--- src/rtl/frame_tx_pkg.sv ---
// Shared definitions for the 1011-preamble serial link (transmitter and receiver side).
package frame_tx_pkg;

  typedef enum logic [2:0] {
    IDLE = 3'd0,
    PRE  = 3'd1,
    DATA = 3'd2,
    PAR  = 3'd3,
    GAP  = 3'd4
  } frame_tx_state_t;

  localparam logic [3:0] PREAMBLE = 4'b1011;
  localparam int         PRE_LEN  = 4;

  function automatic int max3(input int a, input int b, input int c);
    int m;
    m = (a > b) ? a : b;
    return (m > c) ? m : c;
  endfunction

endpackage

--- src/rtl/frame_tx_1011_piso_shreg.sv ---
// Parallel-load, MSB-first shift register feeding the serial payload bits.
module piso_shreg
  import frame_tx_pkg::*;
#(
  parameter int DATA_W = 8
) (
  input  logic              clk,
  input  logic              rst,
  input  logic              load,
  input  logic              shift,
  input  logic [DATA_W-1:0] din,
  output logic              msb,
  output logic              nxt_msb
);

  logic [DATA_W-1:0] shreg_q, shreg_d;

  always_comb begin
    shreg_d = shreg_q;
    if (load) begin
      shreg_d = din;
    end else if (shift) begin
      shreg_d = shreg_q << 1;
    end else begin
      shreg_d = shreg_q;
    end
  end

  always_ff @(posedge clk or posedge rst) begin
    if (rst) begin
      shreg_q <= '0;
    end else begin
      shreg_q <= shreg_d;
    end
  end

  assign msb = shreg_q[DATA_W-1];

  // nxt_msb is the bit that becomes msb after one shift; a 1-bit register has none.
  generate
    if (DATA_W > 1) begin : g_nxt
      assign nxt_msb = shreg_q[DATA_W-2];
    end else begin : g_nxt_none
      assign nxt_msb = 1'b0;
    end
  endgenerate

endmodule

--- src/rtl/frame_tx_1011.sv ---
// Serial frame transmitter: preamble 1011, payload MSB first, optional even parity
// (macro FRAME_TX_PARITY_EN), then an idle gap of GAP_CYCLES zeros.
module frame_tx_1011
  import frame_tx_pkg::*;
#(
  parameter int DATA_W     = 8,
  parameter int GAP_CYCLES = 2
) (
  input  logic              clk,
  input  logic              rst,
  input  logic [DATA_W-1:0] in_data,
  input  logic              in_valid,
  output logic              in_ready,
  output logic              dout,
  output logic              busy,
  output logic              tx_last
);

  localparam int             CNT_W     = $clog2(max3(DATA_W, GAP_CYCLES, PRE_LEN)) + 1;
  localparam logic [CNT_W-1:0] CNT_ONE   = CNT_W'(1);
  localparam logic [CNT_W-1:0] PRE_LAST  = CNT_W'(PRE_LEN - 1);
  localparam logic [CNT_W-1:0] DATA_LAST = CNT_W'(DATA_W - 1);
  localparam logic [CNT_W-1:0] GAP_LAST  = CNT_W'((GAP_CYCLES > 0) ? GAP_CYCLES - 1 : 0);

  frame_tx_state_t  state_q, state_d;
  logic [CNT_W-1:0] cnt_q, cnt_d;
  logic [CNT_W-1:0] cnt_inc;
  logic             dout_q, dout_d;
  logic             busy_q, busy_d;
  logic             tx_last_q, tx_last_d;
  logic             accept;
  logic             load;
  logic             shift;
  logic             sh_msb;
  logic             sh_nxt;
  logic             par_bit;
  logic [1:0]       pre_idx;

  assign accept  = in_valid & (state_q == IDLE);
  assign cnt_inc = cnt_q + CNT_ONE;
  // Preamble bit index for the next cycle: cnt 0..2 selects PREAMBLE[2..0].
  assign pre_idx = 2'd2 - cnt_q[1:0];

`ifdef FRAME_TX_PARITY_EN
  localparam bit PAR_EN = 1'b1;
  logic parity_q, parity_d;

  // Parity is taken at accept because the shift register is consumed while sending.
  always_comb begin
    parity_d = parity_q;
    if (accept) begin
      parity_d = ^in_data;
    end else begin
      parity_d = parity_q;
    end
  end

  always_ff @(posedge clk or posedge rst) begin
    if (rst) begin
      parity_q <= 1'b0;
    end else begin
      parity_q <= parity_d;
    end
  end

  assign par_bit = parity_q;
`else
  localparam bit PAR_EN = 1'b0;
  assign par_bit = 1'b0;
`endif

  piso_shreg #(.DATA_W(DATA_W)) u_shreg (
    .clk     (clk),
    .rst     (rst),
    .load    (load),
    .shift   (shift),
    .din     (in_data),
    .msb     (sh_msb),
    .nxt_msb (sh_nxt)
  );

  // dout/tx_last are computed for the state being entered, so they register in step with it.
  always_comb begin
    state_d   = state_q;
    cnt_d     = cnt_q;
    dout_d    = 1'b0;
    tx_last_d = 1'b0;
    load      = 1'b0;
    shift     = 1'b0;
    case (state_q)
      IDLE: begin
        if (accept) begin
          state_d = PRE;
          cnt_d   = '0;
          dout_d  = PREAMBLE[PRE_LEN-1];
          load    = 1'b1;
        end else begin
          state_d = IDLE;
        end
      end
      PRE: begin
        if (cnt_q == PRE_LAST) begin
          state_d   = DATA;
          cnt_d     = '0;
          dout_d    = sh_msb;
          tx_last_d = !PAR_EN && (DATA_LAST == '0);
        end else begin
          cnt_d  = cnt_inc;
          dout_d = PREAMBLE[pre_idx];
        end
      end
      DATA: begin
        shift = 1'b1;
        if (cnt_q == DATA_LAST) begin
          cnt_d = '0;
          if (PAR_EN) begin
            state_d   = PAR;
            dout_d    = par_bit;
            tx_last_d = 1'b1;
          end else if (GAP_CYCLES > 0) begin
            state_d = GAP;
          end else begin
            state_d = IDLE;
          end
        end else begin
          cnt_d     = cnt_inc;
          dout_d    = sh_nxt;
          tx_last_d = !PAR_EN && (cnt_inc == DATA_LAST);
        end
      end
      PAR: begin
        cnt_d = '0;
        if (GAP_CYCLES > 0) begin
          state_d = GAP;
        end else begin
          state_d = IDLE;
        end
      end
      GAP: begin
        if (cnt_q == GAP_LAST) begin
          state_d = IDLE;
          cnt_d   = '0;
        end else begin
          cnt_d = cnt_inc;
        end
      end
      default: begin
        state_d = IDLE;
        cnt_d   = '0;
      end
    endcase
    busy_d = (state_d != IDLE);
  end

  always_ff @(posedge clk or posedge rst) begin
    if (rst) begin
      state_q   <= IDLE;
      cnt_q     <= '0;
      dout_q    <= 1'b0;
      busy_q    <= 1'b0;
      tx_last_q <= 1'b0;
    end else begin
      state_q   <= state_d;
      cnt_q     <= cnt_d;
      dout_q    <= dout_d;
      busy_q    <= busy_d;
      tx_last_q <= tx_last_d;
    end
  end

  assign in_ready = (state_q == IDLE);
  assign dout     = dout_q;
  assign busy     = busy_q;
  assign tx_last  = tx_last_q;

endmodule

--- config.mk ---
export PLATFORM = sky130hd
export DESIGN_NAME = frame_tx_1011
export DESIGN_NICKNAME = d
export VERILOG_FILES = /design/src/rtl/frame_tx_pkg.sv /design/src/rtl/frame_tx_1011_piso_shreg.sv /design/src/rtl/frame_tx_1011.sv
export SDC_FILE = /design/constraint.sdc
export NUM_CORES = 1
export LEC_CHECK = 0
export CAP_MARGIN = 15
export CORE_MARGIN = 3
export CORE_UTILIZATION = 45
export DETAILED_ROUTE_END_ITERATION = 8
export GPL_ROUTABILITY_DRIVEN = 0
export PLACE_DENSITY = 0.68
export SLEW_MARGIN = 20
export SYNTH_ARGS = -nofsm -noshare
export SYNTH_HDL_FRONTEND = slang
export SYNTH_SLANG_ARGS = --single-unit
--- constraint.sdc ---
create_clock -name clk -period 1.9 [get_ports clk]
set_clock_uncertainty 0.2 [all_clocks]
set_input_delay 0.38 -clock clk [delete_from_list [all_inputs] [get_ports clk]]
set_output_delay 0.38 -clock clk [all_outputs]
set_load 0.01 [all_outputs]
==> metrics, run 1 <==
Worst-Skew Late Latency 0.29 ns; Num Clock Sinks 18; H-tree Lvls 1; # IOs 15; required time of the critical path 1.88 ns; top cell type's share of synthesized area 45.7%; max-slew violation count 0; 1st-iter DRT viols 5; via count 786; Core Area 2020 um^2; Buf+Inv Stages, Crit Path 2; Pre-antenna DRT Iters 4; Root Driver clkbuf_4; Power, Total 0.00189 W; status finished, final reports clean; startpoint types register; CP endpoint kind register; asr flop ratio synth 100%; largest net degree at the start of global routing 19; Max transition margin 80.7%; post-synthesis cell count 100; CP arrival 1.78 ns; post-synthesis to final-layout area growth 28.0%; final-report hold violation count 0; CTS Buf Count 3; fin crit period 1.80 ns; Die W 52.8 um; library cells used by synthesis 33; Crit Path Class register to register; Post-synth EDFFs 0; initial antenna violation count 0; Highest Clock Rate 555 MHz; buffer count from post-CTS setup fixing 0; Vias/cell 5.14; top cells by area, synth dfrtp_1 46%, ha_1 5.1%, mux2i_1 5.1%; most used flip-flop cell after synthesis dfrtp_1; Layout fillers 170; worst slew pin tran 0.287 ns; Seq/Total Area, Yosys 45.7%; row cnt 16; fin util 62.4%; critical path's top delay family flip-flops; CTS tree done; Port Buf Inserts 14; antenna cells 0; count leader, synth dfrtp_1; Avg Inst Size Synth 9.86 um^2; Design Area, Final 1260 um^2; cell taking the most area after synthesis dfrtp_1; Max Cap Viol 0; Seq. cell area 450 um^2; clock tree buffer depth 2; Synth Register Bits 18; GR Util All Layers 15.8%; first-pass GRT wire length 3240 um; Power Dens Cells 1500 nW/um^2; Period Utilization, post-route 94.8%; Setup-failing EPs final 0; VDD IR max 0.000737 V; number of global-route vias before repair 814; clock slew seen by the registers of the worst setup and hold paths 0.10 ns; top post-synthesis cells by count 18 x dfrtp_1, 12 x nand2_1, 10 x o21ai_0; Crit Path Max Fanout 5; drt wl/cell 11.7 um; die area 2790 um^2; Mapped Nets 115; drt drc 0; NumNets Final 142; Starting Density 48.8%; slowest CP cell dfrtp_1; DRT Wirelength 1780 um; layout cell share with drive strength beyond 1 19.0%; antenna viol nets, final 0; crit-path max cell delay 0.43 ns; hold crit path type primary input to asynchronous set/reset pin; leakage power 0.570 nW; placed inst area 1230 um^2; synth warn 0; global route overflow 0; crit-path cells ha_2 > inv_1 > o311ai_1 > buf_4 > nor2_1 > or3_1; Die H 52.8 um; DP HPWL 1410 um; Post-Synthesis Cell Area 986 um^2; multi-input logic area 479 um^2; RSZ-0062 raised after global routing yes
flip-flops by register name (all words and copies together), names as in the netlist:
name and flops:
state_q 3, busy 1, cnt_q 4, dout 1, tx_last 1, u_shreg.shreg_q 8
cell type report:
| cell class | count | area share (%) |
|---|---|---|
| multi-input cells | 70 | 38.0 |
| flip-flops and latches | 18 | 35.7 |
| repair buffers | 28 | 19.0 |
| clock buffers | 4 | 2.87 |
| well taps | 27 | 2.68 |
| inverters | 6 | 1.78 |
tightest hold or removal path: cells and delay by family:
kind / cells / cell delay (ns)
buffers and inverters: 3 / 0.69
per-stage QoR:
step,cells,hold WS (ns),TNS [ns],setup WS [ns]
after CTS,153,0.192,0,0.00341
after floorplan,100,0.119,0,0.0437
after detailed placement,149,0.266,0,0.0444
final,153,0.192,0,0.0996
after global placement,149,0.274,0,0.0345
after global routing,153,0.219,-0.0476,-0.0261
timing repair:
item / CTS / global route
pin swaps: 0 / 1
setup endpoints to repair: 2 / 4
hold buffers: 0 / 0
gates resized for setup: 2 / 6
power breakdown:
part           switching (W)  internal [W]  total, W
Combinational       0.000483      0.000495  0.000978
Clock               0.000118      0.000117  0.000235
Sequential          0.000131      0.000548  0.000679
Total               0.000732       0.00116   0.00189
per-layer routing:
metal	part of all wire (%)	GRT usage, %	wire [um]	vias to the layer above
met3	4.1	3.42	74	0
met1	45	17.6	807	377
met5	0	0	0	-
met4	0	8.09	0	0
met2	51	27.7	902	12
li1	-	-	-	397
layout by cell type, fill, tap and decap left out, drive strengths merged:
master,instances
dfrtp,18
buf,14
clkdlybuf4s50,13
nand2,12
o21ai,10
inv,6
mux2i,5
nor3,5
nor2b,5
clkbuf,5
nor2,4
ha,4
a22oi,3
xor2,3
nor3b,2
or3,2
nor4b,1
nand3,1
xnor2,1
a211oi,1
or2,1
a32oi,1
and2,1
o311ai,1
nand2b,1
a21oi,1
and4,1
o21a,1
o31ai,1
o41ai,1
a22o,1
path summary, 6_finish.rpt:
check | startpoint | endpoint | slack (ns) | cells after the start
setup / recovery | cnt_q[1]$_DFFE_PP0P_ | dout$_DFF_PP0_ | 0.1 | 6
hold / removal | rst | cnt_q[1]$_DFFE_PP0P_ | 0.19 | 3
setup reg to reg | cnt_q[1]$_DFFE_PP0P_ | dout$_DFF_PP0_ | 0.1 | 6
hold reg to reg | u_shreg.shreg_q[4]$_DFFE_PP0P_ | u_shreg.shreg_q[4]$_DFFE_PP0P_ | 0.29 | 2
max in group asynchronous | rst | state_q[1]$_DFF_PP0_ | 1.11 | 3
min in group clk | u_shreg.shreg_q[4]$_DFFE_PP0P_ | u_shreg.shreg_q[4]$_DFFE_PP0P_ | 0.29 | 2
cells by family after synthesis:
group	after synthesis	share of synthesized area, %
simple gates	36	19.9
flops	18	45.7
fa+ha+maj	4	5.08
mux	5	5.08
buf+inv	12	6.22
compound gates	21	14.5
xor+xnor	4	3.55
No activity file was read; power rests on OpenSTA's default activity.
==> run 2: changes to the inputs <==
==> constraint.sdc (replaced) <==
create_clock -name clk -period 1.9 [get_ports clk]
set_clock_uncertainty 0.2 [all_clocks]
set_input_delay 0.57 -clock clk [delete_from_list [all_inputs] [get_ports clk]]
set_output_delay 0.57 -clock clk [all_outputs]
set_load 0.01 [all_outputs]
==> metrics, run 2 (synthesized netlist as in run 1, its figures left out) <==
status finished, final reports clean; Max Cap Viol 0 (unchanged); Biggest register u_shreg.shreg_q; required time of the critical path 1.13 ns (-0.75 ns); highest-count cells in the layout ignoring fill and taps 18 x dfrtp_1, 17 x buf_4, 12 x nand2_1; non-filler instance count after layout 156 (+2.0%); CTS tree done; CP endpoint kind output port; die area 2790 um^2 (unchanged); max-slew violation count 0 (unchanged); CP arrival 1.11 ns (-0.67 ns); Die H 52.8 um (unchanged); layout cell share with drive strength beyond 1 20.2% (+1.1 points); global route overflow 0 (unchanged); Starting Density 48.8% (unchanged); Setup TNS Final 0 ns (unchanged); final-report hold violation count 0 (unchanged); fin crit period 1.88 ns (+0.0777 ns); number of global-route vias before repair 770 (-5.4%); Die W 52.8 um (unchanged); Setup-failing EPs final 0 (unchanged); max reg flops 8 (unchanged); Power Dens Cells 1510 nW/um^2 (+0.58%); Highest Clock Rate 532 MHz (-4.1%); Crit Path Max Fanout 2 (-3); GR Util All Layers 15.6% (-0.21 points); Crit Path Class register to output port; drt wl/cell 12.4 um (+6.0%); worst hold slack 0.299 ns (+0.107 ns); CTS Buf Count 3 (unchanged); antenna viol nets, final 0 (unchanged); leading cell type in the layout, fill and taps excluded dfrtp_1; DP HPWL 1440 um (+1.8%); pre-CTS WS -0.125 ns (-0.169 ns); Top Registers u_shreg.shreg_q: 8 flops, cnt_q: 4 flops, state_q: 3 flops; Num Clock Sinks 18 (unchanged); startpoint types register; worst slew pin tran 0.321 ns (+0.0342 ns); setup slack after layout 0.0218 ns (-0.0777 ns); post-synthesis to final-layout area growth 29.7%; Vias/cell 5.11 (-0.55%); largest net degree at the start of global routing 19 (unchanged); RSZ-0062 raised after global routing yes; NumNets Final 145 (+2.1%); # IOs 15 (unchanged); row cnt 16 (unchanged); Worst-Skew Late Latency 0.29 ns (about the same); Port Buf Inserts 14 (unchanged); H-tree Lvls 1 (unchanged); leakage power 0.594 nW (+4.2%); Core Area 2020 um^2 (unchanged); drt drc 0 (unchanged); Pre-antenna DRT Iters 4 (unchanged); Root Driver clkbuf_4; first-pass GRT wire length 3170 um (-2.3%); DRT Wirelength 1930 um (+8.1%); clock slew seen by the registers of the worst setup and hold paths 0.10 ns (about the same); hold crit path type register to register; VDD IR max 0.000891 V (+21%); post-placement cell count 149 (unchanged); post-cts hold buffer count 0 (unchanged); Power, Total 0.00193 W (+1.9%); clock tree buffer depth 2 (unchanged); antenna cells 0 (unchanged); via count 797 (+1.4%); Max transition margin 78.6% (-2.1 points); initial antenna violation count 0 (unchanged); 1st-iter DRT viols 14 (+9); Period Utilization, post-route 98.9% (+4.1 points)
## run 2: cell types whose count changed in the layout (fill, tap and decap cells not counted)
cell	change
buf_4	+3
clkdlybuf4s50_1	-3
dlygate4sd2_1	+3
buf_2	+1
clkbuf_2	-1
ha_1	+1
ha_2	-1
o21ai_0	+1
o21ai_1	-1
## run 2: per-layer routing
| metal | up-vias | routed length, um | GRT usage, % |
|---|---|---|---|
| met1 | 374 | 832 | 18.0 |
| met3 | 2 | 79 | 3.42 |
| met2 | 18 | 1000 | 27.9 |
| met4 | 0 | 14 | 5.11 |
| met5 | - | 0 | 0 |
| li1 | 403 | - | - |
## run 2: worst paths after layout
check	startpoint	end	slack (ns)	cells past startpoint
worst min register to register	u_shreg.shreg_q[4]$_DFFE_PP0P_	u_shreg.shreg_q[4]$_DFFE_PP0P_	0.30	2
worst max register to register	state_q[0]$_DFF_PP0_	cnt_q[2]$_DFFE_PP0P_	0.10	5
min in group asynchronous	rst	busy$_DFF_PP0_	0.40	3
worst min-delay path	u_shreg.shreg_q[4]$_DFFE_PP0P_	u_shreg.shreg_q[4]$_DFFE_PP0P_	0.30	2
max in group asynchronous	rst	dout$_DFF_PP0_	0.90	3
worst max-delay path	state_q[0]$_DFF_PP0_	in_ready	0.02	3
## run 2: worst max-delay path: stages, from the launching register on
cell	delay, ns
dfrtp_1	0.38
or2_1	0.23
nor2_1	0.08
buf_2	0.13
## run 2: stage by stage
| step | utilization [%] | cell area, um^2 |
|---|---|---|
| 2_1_floorplan | - | 986 |
| 3_3_place_gp | 60.6 | 1230 |
| 3_5_place_dp | 60.6 | 1230 |
| 4_1_cts | 62.7 | 1270 |
| 5_1_grt | 63.2 | 1280 |
| 6_report | 63.2 | 1280 |
## run 2: where the power goes
group	switching [W]	internal (W)	leakage [nW]
sequential	0.000115	0.000549	0.228
combinational	0.000517	0.000515	0.345
clock	0.000114	0.000117	0.0210
## run 2: layout make-up
cell class / instances / area (um^2)
multi-input combinational: 70 / 477
inverter: 6 / 22.5
fill: 170 / 743
timing repair buffer: 31 / 259
tap: 27 / 33.8
sequential: 18 / 450
clock buffer: 4 / 36.3
## run 2: what timing repair did
item | CTS | global route
setup buffers | 2 | 1
pin swaps | 0 | 1
hold endpoints to repair | 0 | 0
setup endpoints to repair | 5 | 4
resized for setup | 7 | 3
==> run 3: changes to the inputs <==
- CORE_UTILIZATION: 45 -> 47
- PLACE_DENSITY: 0.68 -> 0.71
==> metrics, run 3 (synthesized netlist as in run 1, its figures left out) <==
status finished, final reports clean; worst slew pin tran 0.330 ns (+0.00880 ns); clock slew seen by the registers of the worst setup and hold paths 0.10 ns (about the same); Core Area 1860 um^2 (-8.1%); DRT Wirelength 1880 um (-2.6%); Power Dens Cells 1510 nW/um^2 (-0.11%); first-pass GRT wire length 3420 um (+7.8%); P_sw 0.000732 W (-1.9%); Top Registers u_shreg.shreg_q: 8 flops, cnt_q: 4 flops, state_q: 3 flops; number of global-route vias before repair 768 (-0.26%); fin crit period 1.89 ns (+0.0111 ns); Design Area, Final 1260 um^2 (-1.8%); Max transition margin 77.9% (-0.64 points); Port Buf Inserts 14 (unchanged); 1st-iter DRT viols 4 (-10); worst reg2reg startpoint state_q[0]$_DFF_PP0_; Crit Path Class register to output port; antenna cells 0 (unchanged); RSZ-0062 raised after global routing yes; hold_sp u_shreg.shreg_q[3]$_DFFE_PP0P_; DP HPWL 1410 um (-2.0%); r2r setup slk 0.05 ns (-0.05 ns); Comb power frac 52.9% (-0.7 points); drt wl/cell 12.4 um (+0.63%); row cnt 15 (-1); CTS Buf Count 3 (unchanged); # IOs 15 (unchanged); NumNets Final 142 (-2.1%); post-placement cell count 146 (-2.0%); Int Pwr 0.00116 W (-1.8%); Vias/cell 5.11 (about the same); post-synthesis to final-layout area growth 27.4%; layout cell share with drive strength beyond 1 19.0% (-1.1 points); R2R Path End cnt_q[2]$_DFFE_PP0P_; leakage power 0.576 nW (-3.1%); Die H 51.8 um (-1.9%); Max Cap Viol 0 (unchanged); max-slew violation count 0 (unchanged); final-report hold violation count 0 (unchanged); VDD IR max 0.000762 V (-15%); antenna viol nets, final 0 (unchanged); via count 772 (-3.1%); Power, Total 0.00189 W (-1.9%); worst hold endpoint u_shreg.shreg_q[4]$_DFFE_PP0P_; Highest Clock Rate 529 MHz (-0.59%); startpoint types register; highest-count cells in the layout ignoring fill and taps 18 x dfrtp_1, 14 x buf_4, 12 x nand2_1; GR Util All Layers 17.2% (+1.6 points); Root Driver clkbuf_4; hold crit path type register to register; power share of the sequential group 34.9% (+0.5 points); Setup-failing EPs final 0 (unchanged); Worst-Skew Late Latency 0.28 ns (about the same); required time of the critical path 1.13 ns (about the same); global route overflow 0 (unchanged); drt drc 0 (unchanged); switch share 38.7% (about the same); die area 2680 um^2 (-3.8%); CP arrival 1.12 ns (about the same); multi-input logic area 479 um^2 (+0.53%); Clk pwr share 12.2% (+0.2 points); initial antenna violation count 0 (unchanged); placed inst area 1220 um^2 (-0.82%); max reg flops 8 (unchanged); Crit Path Max Fanout 2 (unchanged); Starting Density 53.1% (+4.3 points); Die W 51.8 um (-1.9%); clock tree buffer depth 2 (unchanged); Num Clock Sinks 18 (unchanged); H-tree Lvls 1 (unchanged); non-filler instance count after layout 151 (-3.2%); Pre-antenna DRT Iters 4 (unchanged); leading cell type in the layout, fill and taps excluded dfrtp_1; Seq. cell area 450 um^2 (unchanged); r2r worst-path depth 5 (unchanged); CTS tree done; Biggest register u_shreg.shreg_q; Hold Crit Depth 2 (unchanged); largest net degree at the start of global routing 19 (unchanged); Period Utilization, post-route 99.4% (+0.59 points); Layout fillers 168 (-1.2%); CP endpoint kind output port
[run 3: area by class of cell]
cell class                 instances  area share (%)
sequential                        18            35.9
inverter                           6            1.79
multi-input combinational         70            38.1
tap                               25            2.49
timing repair buffer              28            18.8
clock buffer                       4            2.89
[run 3: per-stage QoR]
step | setup TNS (ns) | hold WS [ns] | setup WS [ns] | util (%)
floorplan | 0 | 0.246 | 0.0437 | -
global placement | -1.23 | 0.262 | -0.135 | 65.5
detailed placement | -1.31 | 0.269 | -0.151 | 65.5
CTS | -0.0140 | 0.293 | -0.0140 | 67.3
global route | -0.100 | 0.337 | -0.0719 | 67.6
finish | 0 | 0.292 | 0.0107 | 67.6
[run 3: layer usage]
metal | part of all wire (%) | vias to the layer above | global-route usage (%)
li1 | - | 396 | -
met1 | 48 | 363 | 23.7
met2 | 47 | 11 | 26.5
met3 | 3.7 | 2 | 3.15
met4 | 0.91 | 0 | 6.99
met5 | 0 | - | 0
[run 3: power by group through the flow]
stage               combinational, W  sequential, W  clock, W
floorplan                   0.000675       0.000652         0
global placement            0.000987       0.000659         0
detailed placement           0.00101       0.000666         0
CTS                          0.00100       0.000657  0.000239
global route                 0.00115       0.000683  0.000261
finish                       0.00100       0.000660  0.000231
[run 3: repair_timing]
item	4_1_cts	5_1_grt
buffers inserted	1	0
hold buffers	0	0
gates resized for setup	7	3
pin swaps	0	0
setup endpoints to repair	4	3
[run 3: how the worst max path moves through the flow]
stage / startpoint / end / depth (start not counted)
final: state_q[0]$_DFF_PP0_ / in_ready / 3
after global routing: state_q[0]$_DFF_PP0_ / in_ready / 3
after CTS: state_q[0]$_DFF_PP0_ / in_ready / 3
after detailed placement: in_valid / u_shreg.shreg_q[2]$_DFFE_PP0P_ / 4
after global placement: in_valid / u_shreg.shreg_q[7]$_DFFE_PP0P_ / 5
after floorplan: state_q[0]$_DFF_PP0_ / cnt_q[2]$_DFFE_PP0P_ / 6
[run 3: worst max-delay path, stage by stage, from the launching register on]
cell and delay (ns):
dfrtp_1 0.38, or2_1 0.25, nor2_1 0.08, buf_2 0.13
